--- src/rtl/fetch_pkg.sv ---
// Shared types and constants for the instruction fetch front-end.
// Used by sync_fifo users and the inst_fetch_queue top.
package fetch_pkg;

    localparam int FETCH_AW = 32;
    localparam int FETCH_IW = 32;

    localparam logic [31:0] RESET_PC_DEFAULT = 32'h1c00_0000;
    localparam logic [31:0] INST_NOP         = 32'h0340_0000;

    typedef struct packed {
        logic [FETCH_AW-1:0] pc;
        logic [FETCH_IW-1:0] inst;
    } fetch_entry_t;

endpackage

--- src/rtl/sync_fifo.sv ---
// Single-clock FIFO with synchronous clear and occupancy count.
// Pop data is the current head (show-ahead).
module sync_fifo #(
    parameter int WIDTH = 8,
    parameter int DEPTH = 4,
    localparam int CW = $clog2(DEPTH) + 1
) (
    input  logic             clock,
    input  logic             reset,
    input  logic             clear,
    input  logic             push,
    input  logic [WIDTH-1:0] push_data,
    input  logic             pop,
    output logic [WIDTH-1:0] pop_data,
    output logic             full,
    output logic             empty,
    output logic [CW-1:0]    count
);

    localparam int PW = (DEPTH > 1) ? $clog2(DEPTH) : 1;

    logic [WIDTH-1:0] mem [DEPTH];
    logic [PW-1:0]    wr_ptr;
    logic [PW-1:0]    rd_ptr;

    function automatic logic [PW-1:0] next_ptr(input logic [PW-1:0] p);
        return (p == PW'(DEPTH - 1)) ? '0 : p + PW'(1);
    endfunction

    assign pop_data = mem[rd_ptr];
    assign full     = (count == CW'(DEPTH));
    assign empty    = (count == '0);

    // Pointer and occupancy bookkeeping; clear drops all contents.
    always_ff @(posedge clock) begin
        if (reset || clear) begin
            wr_ptr <= '0;
            rd_ptr <= '0;
            count  <= '0;
        end else begin
            if (push) wr_ptr <= next_ptr(wr_ptr);
            if (pop)  rd_ptr <= next_ptr(rd_ptr);
            case ({push, pop})
                2'b10:   count <= count + CW'(1);
                2'b01:   count <= count - CW'(1);
                default: count <= count;
            endcase
        end
    end

    // Storage array, no reset needed since count gates visibility.
    always_ff @(posedge clock) begin
        if (push && !clear) mem[wr_ptr] <= push_data;
    end

endmodule

--- src/rtl/inst_fetch_queue.sv ---
// Fetch PC owner, pipelined iram requester and instruction queue.
// Optional FETCH_BYPASS_EN: empty-queue responses reach decode same cycle.
module inst_fetch_queue
    import fetch_pkg::*;
#(
    parameter int ADDR_WIDTH      = 32,
    parameter int INST_WIDTH      = 32,
    parameter int DEPTH           = 4,
    parameter int MAX_OUTSTANDING = 2,
    parameter logic [ADDR_WIDTH-1:0] RESET_PC = ADDR_WIDTH'(RESET_PC_DEFAULT)
) (
    input  logic                  clock,
    input  logic                  reset,
    input  logic                  flush,
    input  logic [ADDR_WIDTH-1:0] flush_pc,
    output logic [ADDR_WIDTH-1:0] bpu_pc,
    input  logic                  predict_branch,
    input  logic [ADDR_WIDTH-1:0] predict_pc,
    output logic                  iram_rd_en,
    output logic [ADDR_WIDTH-1:0] iram_rd_addr,
    input  logic                  iram_req_ready,
    input  logic                  iram_rd_valid,
    input  logic [INST_WIDTH-1:0] iram_rd_data,
    output logic                  out_valid,
    output logic [ADDR_WIDTH-1:0] out_pc,
    output logic [INST_WIDTH-1:0] out_inst,
    input  logic                  out_ready
);

    localparam int CW = $clog2(MAX_OUTSTANDING) + 1;
    localparam int QW = $clog2(DEPTH) + 1;
    localparam int SW = CW + QW;
    localparam int EW = ADDR_WIDTH + INST_WIDTH;

    logic [ADDR_WIDTH-1:0] pc;
    logic [CW-1:0]         live;
    logic [CW-1:0]         discard;
    logic [CW-1:0]         in_flight;
    logic [CW-1:0]         discard_flush;
    logic [QW-1:0]         count;
    logic [ADDR_WIDTH-1:0] tag_head;
    logic [EW-1:0]         q_in;
    logic [EW-1:0]         q_head;
    logic [EW-1:0]         head;
    logic                  tag_full;
    logic                  tag_empty;
    logic                  q_full;
    logic                  q_empty;
    logic                  credit_ok;
    logic                  accept;
    logic                  resp_keep;
    logic                  bypass;
    logic                  q_push;
    logic                  q_pop;

    // Credits: bound RAM reads in flight and reserve a queue slot for each.
    assign credit_ok = (SW'(live) + SW'(discard) < SW'(MAX_OUTSTANDING))
                    && (SW'(count) + SW'(live) < SW'(DEPTH));

    assign iram_rd_en   = !reset && !flush && credit_ok;
    assign iram_rd_addr = pc;
    assign bpu_pc       = pc;
    assign accept       = iram_rd_en && iram_req_ready;

    assign resp_keep = iram_rd_valid && (discard == '0) && !flush && !reset;
    assign q_in      = {tag_head, iram_rd_data};

`ifdef FETCH_BYPASS_EN
    assign bypass = resp_keep && q_empty;
`else
    assign bypass = 1'b0;
`endif

    assign out_valid = !reset && (!q_empty || bypass);
    assign q_pop     = out_valid && out_ready && !q_empty && !flush;
    assign q_push    = resp_keep && !(bypass && out_ready);

    // Head comes from the queue, or from the live response when bypassing.
    always_comb begin
        head = q_empty ? q_in : q_head;
    end

    assign out_pc   = out_valid ? head[EW-1:INST_WIDTH] : '0;
    assign out_inst = out_valid ? head[INST_WIDTH-1:0]  : '0;

    // Everything unanswered at flush time becomes a discard,
    // minus the response that lands in the flush cycle itself.
    assign in_flight     = live + discard;
    assign discard_flush = (iram_rd_valid && in_flight != '0)
                         ? in_flight - CW'(1) : in_flight;

    // Fetch PC sequencing and stale-response accounting.
    always_ff @(posedge clock) begin
        if (reset) begin
            pc      <= RESET_PC;
            discard <= '0;
        end else if (flush) begin
            pc      <= flush_pc;
            discard <= discard_flush;
        end else begin
            if (accept) begin
                pc <= predict_branch ? predict_pc
                                     : pc + ADDR_WIDTH'(4);
            end
            if (iram_rd_valid && discard != '0) begin
                discard <= discard - CW'(1);
            end
        end
    end

    sync_fifo #(
        .WIDTH (ADDR_WIDTH),
        .DEPTH (MAX_OUTSTANDING)
    ) u_tag_fifo (
        .clock     (clock),
        .reset     (reset),
        .clear     (flush),
        .push      (accept),
        .push_data (pc),
        .pop       (resp_keep),
        .pop_data  (tag_head),
        .full      (tag_full),
        .empty     (tag_empty),
        .count     (live)
    );

    sync_fifo #(
        .WIDTH (EW),
        .DEPTH (DEPTH)
    ) u_inst_queue (
        .clock     (clock),
        .reset     (reset),
        .clear     (flush),
        .push      (q_push),
        .push_data (q_in),
        .pop       (q_pop),
        .pop_data  (q_head),
        .full      (q_full),
        .empty     (q_empty),
        .count     (count)
    );

    a_no_orphan_rsp: assert property (@(posedge clock) disable iff (reset)
        !(iram_rd_valid && tag_empty && discard == '0));

    a_tag_no_ovf: assert property (@(posedge clock) disable iff (reset)
        !(accept && tag_full));

    a_q_no_ovf: assert property (@(posedge clock) disable iff (reset)
        !(q_push && q_full && !q_pop));

endmodule
--- config.mk ---
export PLATFORM = sky130hd
export DESIGN_NAME = inst_fetch_queue
export DESIGN_NICKNAME = d
export VERILOG_FILES = /design/src/rtl/fetch_pkg.sv /design/src/rtl/sync_fifo.sv /design/src/rtl/inst_fetch_queue.sv
export SDC_FILE = /design/constraint.sdc
export NUM_CORES = 1
export LEC_CHECK = 0
export BUFFER_PORTS_ARGS = -buffer_cell sky130_fd_sc_hd__buf_2
export CAP_MARGIN = 20
export CORE_MARGIN = 1.5
export CORE_UTILIZATION = 61
export DETAILED_ROUTE_END_ITERATION = 7
export PLACE_DENSITY = 0.95
export SLEW_MARGIN = 10
export SYNTH_ARGS = -nofsm -noshare
export SYNTH_HDL_FRONTEND = slang
export SYNTH_SLANG_ARGS = --single-unit
--- constraint.sdc ---
create_clock -name clock -period 9.85 [get_ports clock]
set_input_delay 1.4775 -clock clock [delete_from_list [all_inputs] [get_ports clock]]
set_output_delay 1.4775 -clock clock [all_outputs]
set_load 0.02 [all_outputs]
**Word level (Yosys, flattened, before mapping)**

Memory sizes are Yosys's and may differ from the RTL's. A register that Yosys moved wholly into a read port is not among the register bits.
Cells that the tools add are included.
Widths: inputs -> output; s select.

- $add $sub $neg: 14
- Order comparisons: 2
- Eq/ne operators: 6
- Multiplexer cells: 23
- Reduce and logical (&&, ||, !) cells: 27

Operators with widths:

| operator | count |
|---|---|
| $mux 32 | 5 |
| $mux 64 | 1 |
| $add 32x3->32 const B | 1 |
| $logic_and 1x1->1 | 15 |
| $mux 2 | 7 |
| $reduce_bool 2->1 | 6 |
| $eq 2x2->1 const B | 4 |
| $mux 1 | 8 |
| $add 2x1->2 const B | 3 |
| $pmux 3 s2 | 1 |
| $sub 2x1->2 const B | 3 |
| $add 3x2->4 | 1 |
| $eq 2x1->1 const B | 2 |
| $lt 4x3->1 const B | 1 |
| $pmux 2 s2 | 1 |
| $add 2x2->3 | 1 |
| $add 3x1->3 const B | 1 |
| $logic_not 1->1 | 3 |
| $logic_not 3->1 | 1 |
| $lt 3x2->1 const B | 1 |
| $sub 3x1->3 const B | 1 |
| $add 1x1->1 const B | 2 |
| $add 2x2->2 | 1 |
| $logic_not 2->1 | 1 |
| $logic_or 1x1->1 | 1 |

- Register bits: 45
- Memory bits (writable): 320
- Input bits: 103
- Output and inout bits: 130
- Word-level logic and storage cells: 82
- Memories: 2

Memories:

| memory | depth | bits a word | read ports | clocked after Yosys merged registers in | write ports | line | source |
|---|---|---|---|---|---|---|---|
| u_inst_queue.mem | 4 | 64 | 1 | 1 | 1 | sync_fifo.sv:22 | `logic [WIDTH-1:0] mem [DEPTH];` |
| u_tag_fifo.mem | 2 | 32 | 1 | 1 | 1 | sync_fifo.sv:22 |  |

**Longest topological paths before layout**

Gate-level depths: netlist (run 1).

- Depth in word-level cells: 8
- Depth in mapped cells: 11
- Depth with buffers taken out: 9

**Cells and area by module**

A second synthesis (run 1) with hierarchy kept.

- Cells, all modules: 960
- Area, all modules: 15536.2 sq um

Modules (own cells, without submodules):

| module | times used | cells an instance | area each (sq um) | seq. area each (sq um) |
|---|---|---|---|---|
| sync_fifo (u_inst_queue) | 1 | 385 | 9771.9 | 7867.5 |
| inst_fetch_queue | 1 | 453 | 3248.1 | 680.7 |
| sync_fifo (u_tag_fifo) | 1 | 122 | 2516.2 | 2021.9 |

**Worst setup path after synthesis (run 1)**

No wires, ideal clock.

- Path kind: input to register
- From: input port reset
- To: memory u_inst_queue.mem[0][0] (netlist name) (enable)
- Setup time: 0.429 ns
- Arrival time: 3.552 ns
- Data required time: 9.421 ns
- Setup slack: 5.869 ns
- Stages on the path: 4
- Buffers on the path: 0
- Cells stage by stage: nor2_1 nand3_1 inv_1 and2_1

- Cells in the longest elaborated chain, start to end: 5

Ends and longest elaborated chain:

| what | line | source |
|---|---|---|
| start: declaration | inst_fetch_queue.sv:13 | `input logic reset,` |
| $logic_not 1->1 | inst_fetch_queue.sv:65 | `assign resp_keep = iram_rd_valid && (discard == '0) && !flush && !reset;` |
| $logic_and 1x1->1 | inst_fetch_queue.sv:65 |  |
| via q_push | inst_fetch_queue.sv:53 | `logic q_push;` |
| $logic_and 1x1->1 | sync_fifo.sv:53 | `if (push && !clear) mem[wr_ptr] <= push_data;` |
| $mux 1 | sync_fifo.sv:53 |  |
| $mux 1 (implied by the code) | sync_fifo.sv:53 |  |
| end: declaration | sync_fifo.sv:22 |  |

The timed path passes the listed nets, and every way through them passes these cells.

**Final worst setup path (run 1)**

- From: input port reset
- To: output port out_pc[25]

- Cells in the longest elaborated chain, start to end: 3

Ends and longest elaborated chain:

| what | line | source |
|---|---|---|
| $logic_not 1->1 | inst_fetch_queue.sv:74 | `assign out_valid = !reset && (!q_empty \|\| bypass);` |
| $logic_and 1x1->1 | inst_fetch_queue.sv:74 |  |
| $mux 32 | inst_fetch_queue.sv:83 | `assign out_pc = out_valid ? head[EW-1:INST_WIDTH] : '0;` |
| end: declaration | inst_fetch_queue.sv:25 | `output logic [ADDR_WIDTH-1:0] out_pc,` |

Every way passes these cells.

==> results.md, run 1 <==
* Setup TNS Final at 0 ps
* Vias at between 9000 and 10000
* Initial core utilization at 0.626
* Hold-fix buffers, CTS at 0
* Final Non-Filler Cells at 1488
* Status: completed
* Most frequent cells in the layout: 320 x edfxtp_1, 232 x buf_2, 65 x and2_1
* Most used DFF post-synth: edfxtp_1
* Crit path max fanout at between 40 and 50
* Final worst slack at between 5000 and 6000 ps
* Final Util at 0.725
* Seq cells post-synth at 368
* Total GRT Usage at 0.257
* Simple-gate share of the synthesized area at 0.0792
* Leak pwr at 6.29 nW
* Unrepaired setup endpoints after global routing: no
* Mapped Cells at 946
* Post-synthesis cell area at approximately 15000 µm²
* DPL Wire Length at 20100 µm
* Fillers at approximately 1600
* Gpl congestion at 0.895
* CTS tree: built
* Xor and xnor area share after synthesis at 0.00456
* Crit end category: primary output
* FF-to-FF setup slack at 6560 ps
* Fin. Hold Viols at 0
* Avg Inst Size Synth at 16.2 µm²
* Minimum clock period after layout at 4450 ps
* First-pass DRT Iterations at 5
* Final ANT Viol Nets at 0
* Largest family of logic cells by synthesized area: multiplexers
* Total grt overflow at 0
* Most common cell after layout, fill and taps aside: edfxtp_1
* CORE AREA at approximately 25000 µm²
* Min-Delay Path Class: reg -> reg
* FP Rows at 57
* Maximum clock rate at approximately 0.22 GHz
* Largest net degree at the start of global routing at 66
* Compound-Gate Fraction of Synth Area at 0.0545
* Worst EP arrival at a little under 3000 ps
* Syn Nets at 1063
* Area Growth Syn to Fin at 15.9%
* Postcts setup bufs at 0
* Rel. slew slack at 0.305
* Skew final at 13.4 ps
* CTS clk-pin slew, worst paths at 60 ps
* Total CTS buffers at 38
* IO Pins at 233
* Post-synth EDFFs at 320
* DIE AREA at 26100 µm²
* Sequential-to-total area share from yosys stat at 0.688
* Via density at between 6 and 7
* Maximum clock path buffer count at 3
* Htree depth at 2
* Async set or reset register ratio after synthesis at 0
* Port Buffers at ~230
* Period utilization at 0.452
* Worst-skew pair later-pin latency at just over 500 ps
* Area share of fa/ha/maj cells after synthesis at 0.0124
* DR DRC count at 0
* Overall power at 3.43 mW
* Unique masters post-synth at 64
* Root buffer cell: clkbuf_16
* Antenna violations before repair at 0
* Routed len/inst at 22.2 µm
* CTS resizes at 0
* Initial DRC count at 947
* Placed cell count at 1419
* Pins Over Slew Limit at 0
* Ys Warns at 0
* Mux contribution to synthesized area at 0.124
* Nets at 1254
* Critical Path Start Type: input port
* TritonCTS sink count at 368
* DRT Wirelength at 33100 µm
* VDD IR max at 0.000139 V
* Req. time, crit path at 8370 ps
* Max-Cap Viols at 0
* First-pass GRT wire length at between 50000 and 60000 µm
* Least-Margin Pin Slew at 1040 ps
* Critical path class: in -> out
* Layout cells sized above 1 at 0.353
* DP Worst Slack at 5010 ps
* Final setup vio count at 0
* Die Y at between 150 and 200 µm
* Vias in the first global route at slightly above 9000
* Pwr per Cell Area at 193 nW/µm²
* Die width at 162 µm
## cell usage after synthesis (all sizes together), types with 4 or more instances
cell type	count	share of area
nor4	8	0.0046
mux2	32	0.023
ha	12	0.0098
nand4	8	0.0033
buf	53	0.024
nand2	34	0.0083
and4	5	0.0029
and2	70	0.029
o21ai	25	0.0081
clkbuf	34	0.0083
a21oi	36	0.012
o31a	4	0.0023
xnor2	4	0.0023
edfxtp	320	0.63
dfxtp	48	0.063
a211oi	11	0.0057
nor2	40	0.0098
o31ai	6	0.0029
xor2	4	0.0023
inv	20	0.0049
o22ai	9	0.0037
and3	5	0.0021
nor3	19	0.0073
a221oi	5	0.0033
mux4	64	0.094
nand2b	4	0.0016
mux2i	10	0.0065
or3	5	0.0020
a2111oi	5	0.0033
nand3	14	0.0060
## stage by stage
step           hold slack, ps  cell area (µm²)
2_1_floorplan             469            15400
3_3_place_gp              482            16500
3_5_place_dp              506            16500
4_1_cts                   522            17700
5_1_grt                   544            17800
6_report                  520            17800
## kinds of logic (layout without fill, tap and decap cells)
group	after synthesis	after routing
flip-flops	368	368
AND/OR/NAND/NOR	218	218
AO/OA/AOI/OAI	125	125
buffers and inverters	107	324
multiplexers	106	106
adder cells (fa/ha/maj)	14	14
XOR/XNOR	8	8
other	0	1
## registers in the layout, indices dropped and copies added (netlist names), named ones only
register and cells:
u_tag_fifo.wr_ptr 1, u_inst_queue.count 3, u_tag_fifo.count 2, u_tag_fifo.rd_ptr 1, discard 2, u_tag_fifo.mem 64, u_inst_queue.wr_ptr 2, u_inst_queue.rd_ptr 2
u_inst_queue.mem 256, bpu_pc 32
## layout make-up
type	instances	area, µm²	area share
Antenna cell	1	2.50	0.000141
Clock inverter	12	184	0.0103
Sequential cell	368	10600	0.594
Inverter	20	75.1	0.00422
Timing Repair Buffer	238	1240	0.0696
Tap cell	324	405	0.0228
Clock buffer	54	1070	0.0602
Multi-Input combinational cell	471	4240	0.238
## metal layers
metal,wire length (µm),track usage
met3,2490,0.0434
met2,16500,0.444
met4,804,0.0771
met5,0,0
met1,13300,0.338
## path summary, 6_finish.rpt
| path | from | to | depth (start not counted) |
|---|---|---|---|
| setup / recovery | reset | out_pc[25] | 5 |
| hold / removal | u_tag_fifo.rd_ptr | u_tag_fifo.rd_ptr | 2 |
| setup reg to reg | u_tag_fifo.count[0] | u_tag_fifo.mem[0][23] | 7 |
| hold reg to reg | u_tag_fifo.rd_ptr | u_tag_fifo.rd_ptr | 2 |
## power breakdown
group          leakage, nW  internal, mW  switching, mW
registers             3.30          1.73         0.0422
logic                 2.38        0.0854          0.133
clock network        0.612         0.886          0.551
## critical path, stage by stage
cell and delay (ps):
buf_2 360, nor2_4 500, buf_12 260, and2_1 170, buf_2 170
Note: power is estimated with default switching activity, not from simulation.
==> run 2, diff against run 1 <==
--- a/config.mk
+++ b/config.mk
@@ -8,9 +8,9 @@
 export BUFFER_PORTS_ARGS = -buffer_cell sky130_fd_sc_hd__buf_2
 export CAP_MARGIN = 20
 export CORE_MARGIN = 1.5
-export CORE_UTILIZATION = 61
+export CORE_UTILIZATION = 51
 export DETAILED_ROUTE_END_ITERATION = 7
-export PLACE_DENSITY = 0.95
+export PLACE_DENSITY = 0.86
 export SLEW_MARGIN = 10
 export SYNTH_ARGS = -nofsm -noshare
 export SYNTH_HDL_FRONTEND = slang
==> constraint.sdc (replaced) <==
create_clock -name clock -period 3.65 [get_ports clock]
set_input_delay 0.5475 -clock clock [delete_from_list [all_inputs] [get_ports clock]]
set_output_delay 0.5475 -clock clock [all_outputs]
set_load 0.02 [all_outputs]
==> run 2 against run 1 <==
Net effect:
- sequential share of layout area shrank 0.71 points
- non-clock buffer count grew 19
- clock power grew to 2.6 times the previous value
- via count grew 2.1%
- largest cell class unchanged
- global-route usage shrank 3.1 points
==> results.md, run 2 (synthesis gave the netlist of run 1 again) <==
* Status: completed
* Routed len/inst at 22.5 µm (+0.98%)
* Placed cell count at 1506 (+6.1%)
* Hold-fix buffers, CTS at 0 (unchanged)
* Initial core utilization at 0.518 (-0.108)
* Leak pwr at 6.37 nW (+1.3%)
* Final setup vio count at 0 (unchanged)
* Crit path max fanout at 10 (-80%)
* CTS tree: built
* Placed inst area at 16800 µm² (+1.7%)
* DRT Wirelength at 35300 µm (+6.6%)
* Gpl congestion at 0.903 (+0.84%)
* Crit end category: register
* Nets at 1273 (+1.5%)
* Rel. slew slack at 0.284 (-0.0210)
* Die width at 177 µm (+9.2%)
* CTS resizes at 0 (unchanged)
* Min-Delay Path Class: in -> reg
* Via density at 5.88 (-3.3%)
* Maximum clock path buffer count at 3 (unchanged)
* Setup TNS Final at 0 ps (unchanged)
* Fillers at 2150 (+36%)
* Total grt overflow at 0 (unchanged)
* Most flops, register: u_inst_queue.mem
* Worst EP arrival at 3550 ps (+570 ps)
* Max-Cap Viols at 0 (unchanged)
* IO Pins at 233 (unchanged)
* Antenna violations before repair at 2 (+2)
* CTS clk-pin slew, worst paths at 70 ps (about the same)
* Port Buffers at 232 (unchanged)
* Layout cells sized above 1 at 0.365 (+0.0124)
* Vias at 9240 (+2.1%)
* M1 GR Usage at 0.307 (-0.0310)
* Worst-skew pair later-pin latency at 530 ps (+20 ps)
* Period utilization at 0.851
* Maximum clock rate at 0.322 GHz
* Met3 Use GR at 0.0347 (-0.00874)
* Minimum clock period after layout at 3110 ps
* Final Non-Filler Cells at 1571 (+5.6%)
* First-pass GRT wire length at 53100 µm (+5.0%)
* Most frequent cells in the layout: 320 x edfxtp_1, 232 x buf_2, 65 x and2_1
* Max reg flops at 256 (unchanged)
* Fin. Hold Viols at 0 (unchanged)
* Final ANT Viol Nets at 0 (unchanged)
* DR DRC count at 0 (unchanged)
* Antenna diodes at 0 (-1)
* Global Route met2 Usage at 0.380 (-0.0639)
* Pins Over Slew Limit at 0 (unchanged)
* Unrepaired setup endpoints after global routing: no
* Req. time, crit path at 4100 ps (-4270 ps)
* Critical Path Start Type: register
* Skew final at 16.0 ps (+2.51 ps)
* Die Y at 177 µm (+9.2%)
* DIE AREA at 31200 µm² (+19%)
* Gr busiest metal: met2
* Total CTS buffers at 38 (unchanged)
* Design Area, Final at 18000 µm² (+1.2%)
* First-pass DRT Iterations at 5 (unchanged)
* Htree depth at 2 (unchanged)
* Final Util at 0.608 (-0.118)
* FP Rows at 63 (+11%)
* Least-Margin Pin Slew at 1070 ps (+35.3 ps)
* Total GRT Usage at 0.226 (-0.0307)
* VDD IR max at 0.000318 V (+130%)
* Postcts setup bufs at 0 (unchanged)
* Initial DRC count at 713 (-25%)
* Vias in the first global route at 9171 (+0.67%)
* Pwr per Cell Area at 511 nW/µm² (+160%)
* Largest net degree at the start of global routing at 65 (-1.5%)
* Root buffer cell: clkbuf_16
* Most common cell after layout, fill and taps aside: edfxtp_1
* Area Growth Syn to Fin at 17.3%
* Critical path class: reg -> reg
* TritonCTS sink count at 368 (unchanged)
* CORE AREA at 29600 µm² (+21%)
* DPL Wire Length at 22500 µm (+12%)
[run 2: cell count changes in the layout (fill, tap and decap cells not counted), moves of 2 or more]
| cell | delta |
|---|---|
| buf_12 | +2 |
| buf_4 | +18 |
| clkbuf_1 | -7 |
| clkbuf_8 | -4 |
| clkinv_1 | +4 |
| clkinv_8 | +3 |
| clkinvlp_4 | +3 |
[run 2: critical path: stages, from the launching register on]
cell and delay (ps):
dfxtp_1 360, ha_1 230, fa_1 520, nor4_4 310, and4_1 480, inv_2 210, ha_1 390, or3_1 360
a21oi_1 170
[run 2: power by group]
| group | switching [mW] | internal, mW | total (mW) |
|---|---|---|---|
| clock network | 1.58 | 2.22 | 3.80 |
| registers | 0.118 | 4.68 | 4.80 |
| logic | 0.366 | 0.239 | 0.605 |
| total | 2.07 | 7.14 | 9.20 |
[run 2: layer usage]
layer | vias to the layer above | routed length, µm | part of all wire
met5 | - | 25 | 0.00071
met4 | 4 | 784 | 0.022
met3 | 73 | 2770 | 0.079
met2 | 501 | 17400 | 0.49
met1 | 4590 | 14400 | 0.41
li1 | 4072 | - | -
[run 2: metrics by stage]
step,setup WS [ps],power (mW),hold slack (ps)
final,545,9.20,231
after detailed placement,604,5.48,490
after CTS,535,9.24,214
after global placement,700,5.46,486
after global routing,428,9.46,219
after floorplan,139,5.24,469
[run 2: path summary, 6_finish.rpt]
check / startpoint / end / slack, ps / cells past startpoint
setup / recovery: u_tag_fifo.count[0] / u_tag_fifo.count[1] / 540 / 8
setup reg to reg: u_tag_fifo.count[0] / u_tag_fifo.count[1] / 540 / 8
hold reg to reg: u_inst_queue.wr_ptr[1] / u_inst_queue.wr_ptr[1] / 500 / 2
hold / removal: iram_rd_data[10] / u_inst_queue.mem[3][10] / 230 / 1
[run 2: layout make-up]
class | instances | area (µm²) | area share
inverter | 20 | 75.1 | 0.00417
sequential | 368 | 10600 | 0.587
multi-input combinational | 471 | 4240 | 0.235
clock buffer | 42 | 966 | 0.0536
timing repair buffer | 257 | 1390 | 0.0770
clock inverter | 23 | 279 | 0.0155
tap | 390 | 488 | 0.0271
==> run 3, diff against run 2 <==
--- a/config.mk
+++ b/config.mk
@@ -5,12 +5,13 @@
 export SDC_FILE = /design/constraint.sdc
 export NUM_CORES = 1
 export LEC_CHECK = 0
+export ABC_AREA = 1
 export BUFFER_PORTS_ARGS = -buffer_cell sky130_fd_sc_hd__buf_2
 export CAP_MARGIN = 20
 export CORE_MARGIN = 1.5
-export CORE_UTILIZATION = 51
+export CORE_UTILIZATION = 52
 export DETAILED_ROUTE_END_ITERATION = 7
-export PLACE_DENSITY = 0.86
+export PLACE_DENSITY = 0.87
 export SLEW_MARGIN = 10
 export SYNTH_ARGS = -nofsm -noshare
 export SYNTH_HDL_FRONTEND = slang
==> run 3 against run 2 <==
Net effect:
- clock skew is 5.4 ps lower
- critical path type is now reg -> out
- clock power is 7.4% lower
- largest power group unchanged
- sequential share of layout area is 0.90 points lower
- combinational power is 5.5% higher
- utilization is 0.60 points higher
- clock-buffer cell count is 3 higher
- highest routed layer is now met4
- first-iteration DRC count is 57% higher
- worst hold slack better by 23 ps
- critical path depth is 3 lower
==> results.md, run 3 <==
* CTS tree: built
* Leak pwr at 6.85 nW (+7.5%)
* Largest net degree at the start of global routing at 97 (+49%)
* Post-synthesis cell area at 15900 µm² (+3.2%)
* Post-synth EDFFs at 320 (unchanged)
* Max layer used: met4
* Die width at 178 µm (+0.61%)
* DR DRC count at 0 (unchanged)
* Setup TNS Final at 0 ps (unchanged)
* Most numerous cell in the Yosys netlist: nor2_1
* Total CTS buffers at 36 (-5.3%)
* Placed inst area at 17200 µm² (+2.4%)
* Total GRT Usage at 0.230 (+0.00408)
* Final setup vio count at 0 (unchanged)
* Design Area, Final at 18300 µm² (+1.5%)
* Fillers at 2245 (+4.4%)
* Final Non-Filler Cells at 2028 (+29%)
* Period utilization at 0.832 (-0.0188)
* Min-Delay Path Class: in -> reg
* Skew final at 10.6 ps (-5.36 ps)
* Routed len/inst at 18.1 µm (-20%)
* Final Util at 0.614 (+0.00598)
* Pins Over Slew Limit at 0 (unchanged)
* Final ANT Viol Nets at 0 (unchanged)
* Post-synth top area share at 0.606 (-0.0197)
* Initial DRC count at 1120 (+57%)
* Sequential-to-total area share from yosys stat at 0.667 (-0.0216)
* Maximum clock path buffer count at 3 (unchanged)
* Req. time, crit path at 3100 ps (-1000 ps)
* Mapped Cells at 1431 (+51%)
* Most flops, register: u_inst_queue.mem
* Pwr per Cell Area at 489 nW/µm² (-4.2%)
* Antenna violations before repair at 0 (-2)
* Hold Path Origin: iram_rd_data[26]
* Initial core utilization at 0.532 (+0.0140)
* Most frequent cells in the layout: 332 x nor2_1, 320 x edfxtp_1, 232 x buf_2
* Most used DFF post-synth: edfxtp_1
* Total grt overflow at 0 (unchanged)
* DIE AREA at 31500 µm² (+1.2%)
* TritonCTS sink count at 368 (unchanged)
* Layout cells sized above 1 at 0.233 (-0.132)
* Crit path max fanout at 96 (+86)
* CORE AREA at 29800 µm² (+0.53%)
* CTS resizes at 0 (unchanged)
* Root buffer cell: clkbuf_16
* Worst-skew pair later-pin latency at 500 ps (-30 ps)
* Unique masters post-synth at 46 (-28%)
* Area Growth Syn to Fin at 15.4%
* Metal3 WL at 2930 µm (+5.5%)
* WL met2 at 18000 µm (+3.9%)
* CTS clk-pin slew, worst paths at 60 ps (about the same)
* Unrepaired setup endpoints after global routing: no
* Htree depth at 2 (unchanged)
* Ys Warns at 0 (unchanged)
* Crit end category: primary output
* Max-Cap Viols at 0 (unchanged)
* Status: completed
* FP Rows at 63 (unchanged)
* Seq cells post-synth at 368 (unchanged)
* Postcts setup bufs at 0 (unchanged)
* Antenna diodes at 0 (unchanged)
* Minimum clock period after layout at 3040 ps (-68.8 ps)
* Critical path class: reg -> out
* Worst EP arrival at 2490 ps (-1060 ps)
* Most common cell after layout, fill and taps aside: nor2_1
* Async set or reset register ratio after synthesis at 0 (unchanged)
* Avg Inst Size Synth at 11.1 µm² (-32%)
* Least-Margin Pin Slew at 875 ps (-198 ps)
* Fin. Hold Viols at 0 (unchanged)
* Nets at 1734 (+36%)
* Max reg flops at 256 (unchanged)
* Die Y at 178 µm (+0.61%)
* First-pass GRT wire length at 55700 µm (+5.1%)
* IO Pins at 233 (unchanged)
* Synth cell count leaders: 338 x nor2_1, 320 x edfxtp_1, 153 x o21ai_0
* Maximum clock rate at 0.329 GHz (+2.3%)
* VDD IR max at 0.000273 V (-14%)
* Hold-fix buffers, CTS at 0 (unchanged)
* Vias at 11300 (+22%)
* First-pass DRT Iterations at 6 (+1)
* Placed cell count at 1969 (+31%)
* Yosys top cell by area: edfxtp_1
* DPL Wire Length at 22600 µm (+0.46%)
* Gpl congestion at 0.874 (-3.2%)
* DRT Wirelength at 36600 µm (+3.7%)
* Via density at 5.56 (-5.4%)
* Worst r2r src: discard[0]
* Syn Nets at 1548 (+46%)
* Vias in the first global route at 10600 (+16%)
* Met1 Wirelength at 14900 µm (+4.0%)
* Ranking of synthesized cells by area: edfxtp_1 61%, nor2_1 8.0%, dfxtp_1 6.1%
* Rel. slew slack at 0.416 (+0.132)
* Critical Path Start Type: register
* Port Buffers at 232 (unchanged)
* WHS at 254 ps (+22.7 ps)
[run 3: cell count changes after synthesis, moves of 36 or more]
| cell | delta |
|---|---|
| a21oi_1 | +56 |
| nand2_1 | +102 |
| nor2_1 | +298 |
| inv_1 | +36 |
| and2_1 | -70 |
| o21ai_0 | +128 |
| mux4_2 | -64 |
[run 3: cell type report]
| class | instances | area, µm² | share of cell area |
|---|---|---|---|
| Clock inverter | 14 | 149 | 0.00814 |
| Timing Repair Buffer | 250 | 1360 | 0.0743 |
| Tap cell | 390 | 488 | 0.0267 |
| Clock buffer | 45 | 966 | 0.0528 |
| Inverter | 60 | 229 | 0.0125 |
| Multi-Input combinational cell | 901 | 4520 | 0.247 |
| Sequential cell | 368 | 10600 | 0.578 |
[run 3: metrics by stage]
| stage | worst slack [ps] | total power [mW] |
|---|---|---|
| global route | 473 | 9.24 |
| global placement | 1050 | 5.49 |
| floorplan | -726 | 5.29 |
| finish | 613 | 8.95 |
| detailed placement | 978 | 5.51 |
| CTS | 611 | 9.01 |
[run 3: cell families after synthesis]
family,Yosys count,synth area share
buffers and inverters,162,0.0503
muxes,32,0.0227
AOI/OAI and AO/OA,302,0.103
and+or+nand+nor,547,0.142
DFF,368,0.667
adders and majority gates,14,0.0120
xor gates and xnor gates,6,0.00331
[run 3: power breakdown]
part	switching, mW	internal (mW)	total, mW	leakage, nW
sequential	0.106	4.69	4.79	3.30
combinational	0.413	0.225	0.638	3.02
clock	1.44	2.08	3.52	0.536
total	1.96	6.99	8.95	6.85
[run 3: worst paths after layout]
path	end	slack [ps]	depth (start not counted)
hold reg to reg	u_inst_queue.count[2]	490	1
hold / removal	u_inst_queue.mem[3][26]	250	1
setup / recovery	out_pc[31]	610	5
setup reg to reg	u_inst_queue.count[2]	1170	12
[run 3: critical path, cell delays in order, from the launching register on]
cell and delay, ps:
dfxtp_4 400, clkinv_2 60, buf_4 630, o21ai_0 400, a21oi_1 280, buf_2 200
[run 3: metal layers]
| metal | track usage | vias up |
|---|---|---|
| met5 | 0 | - |
| met4 | 0.0665 | 0 |
| met3 | 0.0377 | 65 |
| met2 | 0.396 | 568 |
| met1 | 0.301 | 5334 |
| li1 | - | 5315 |
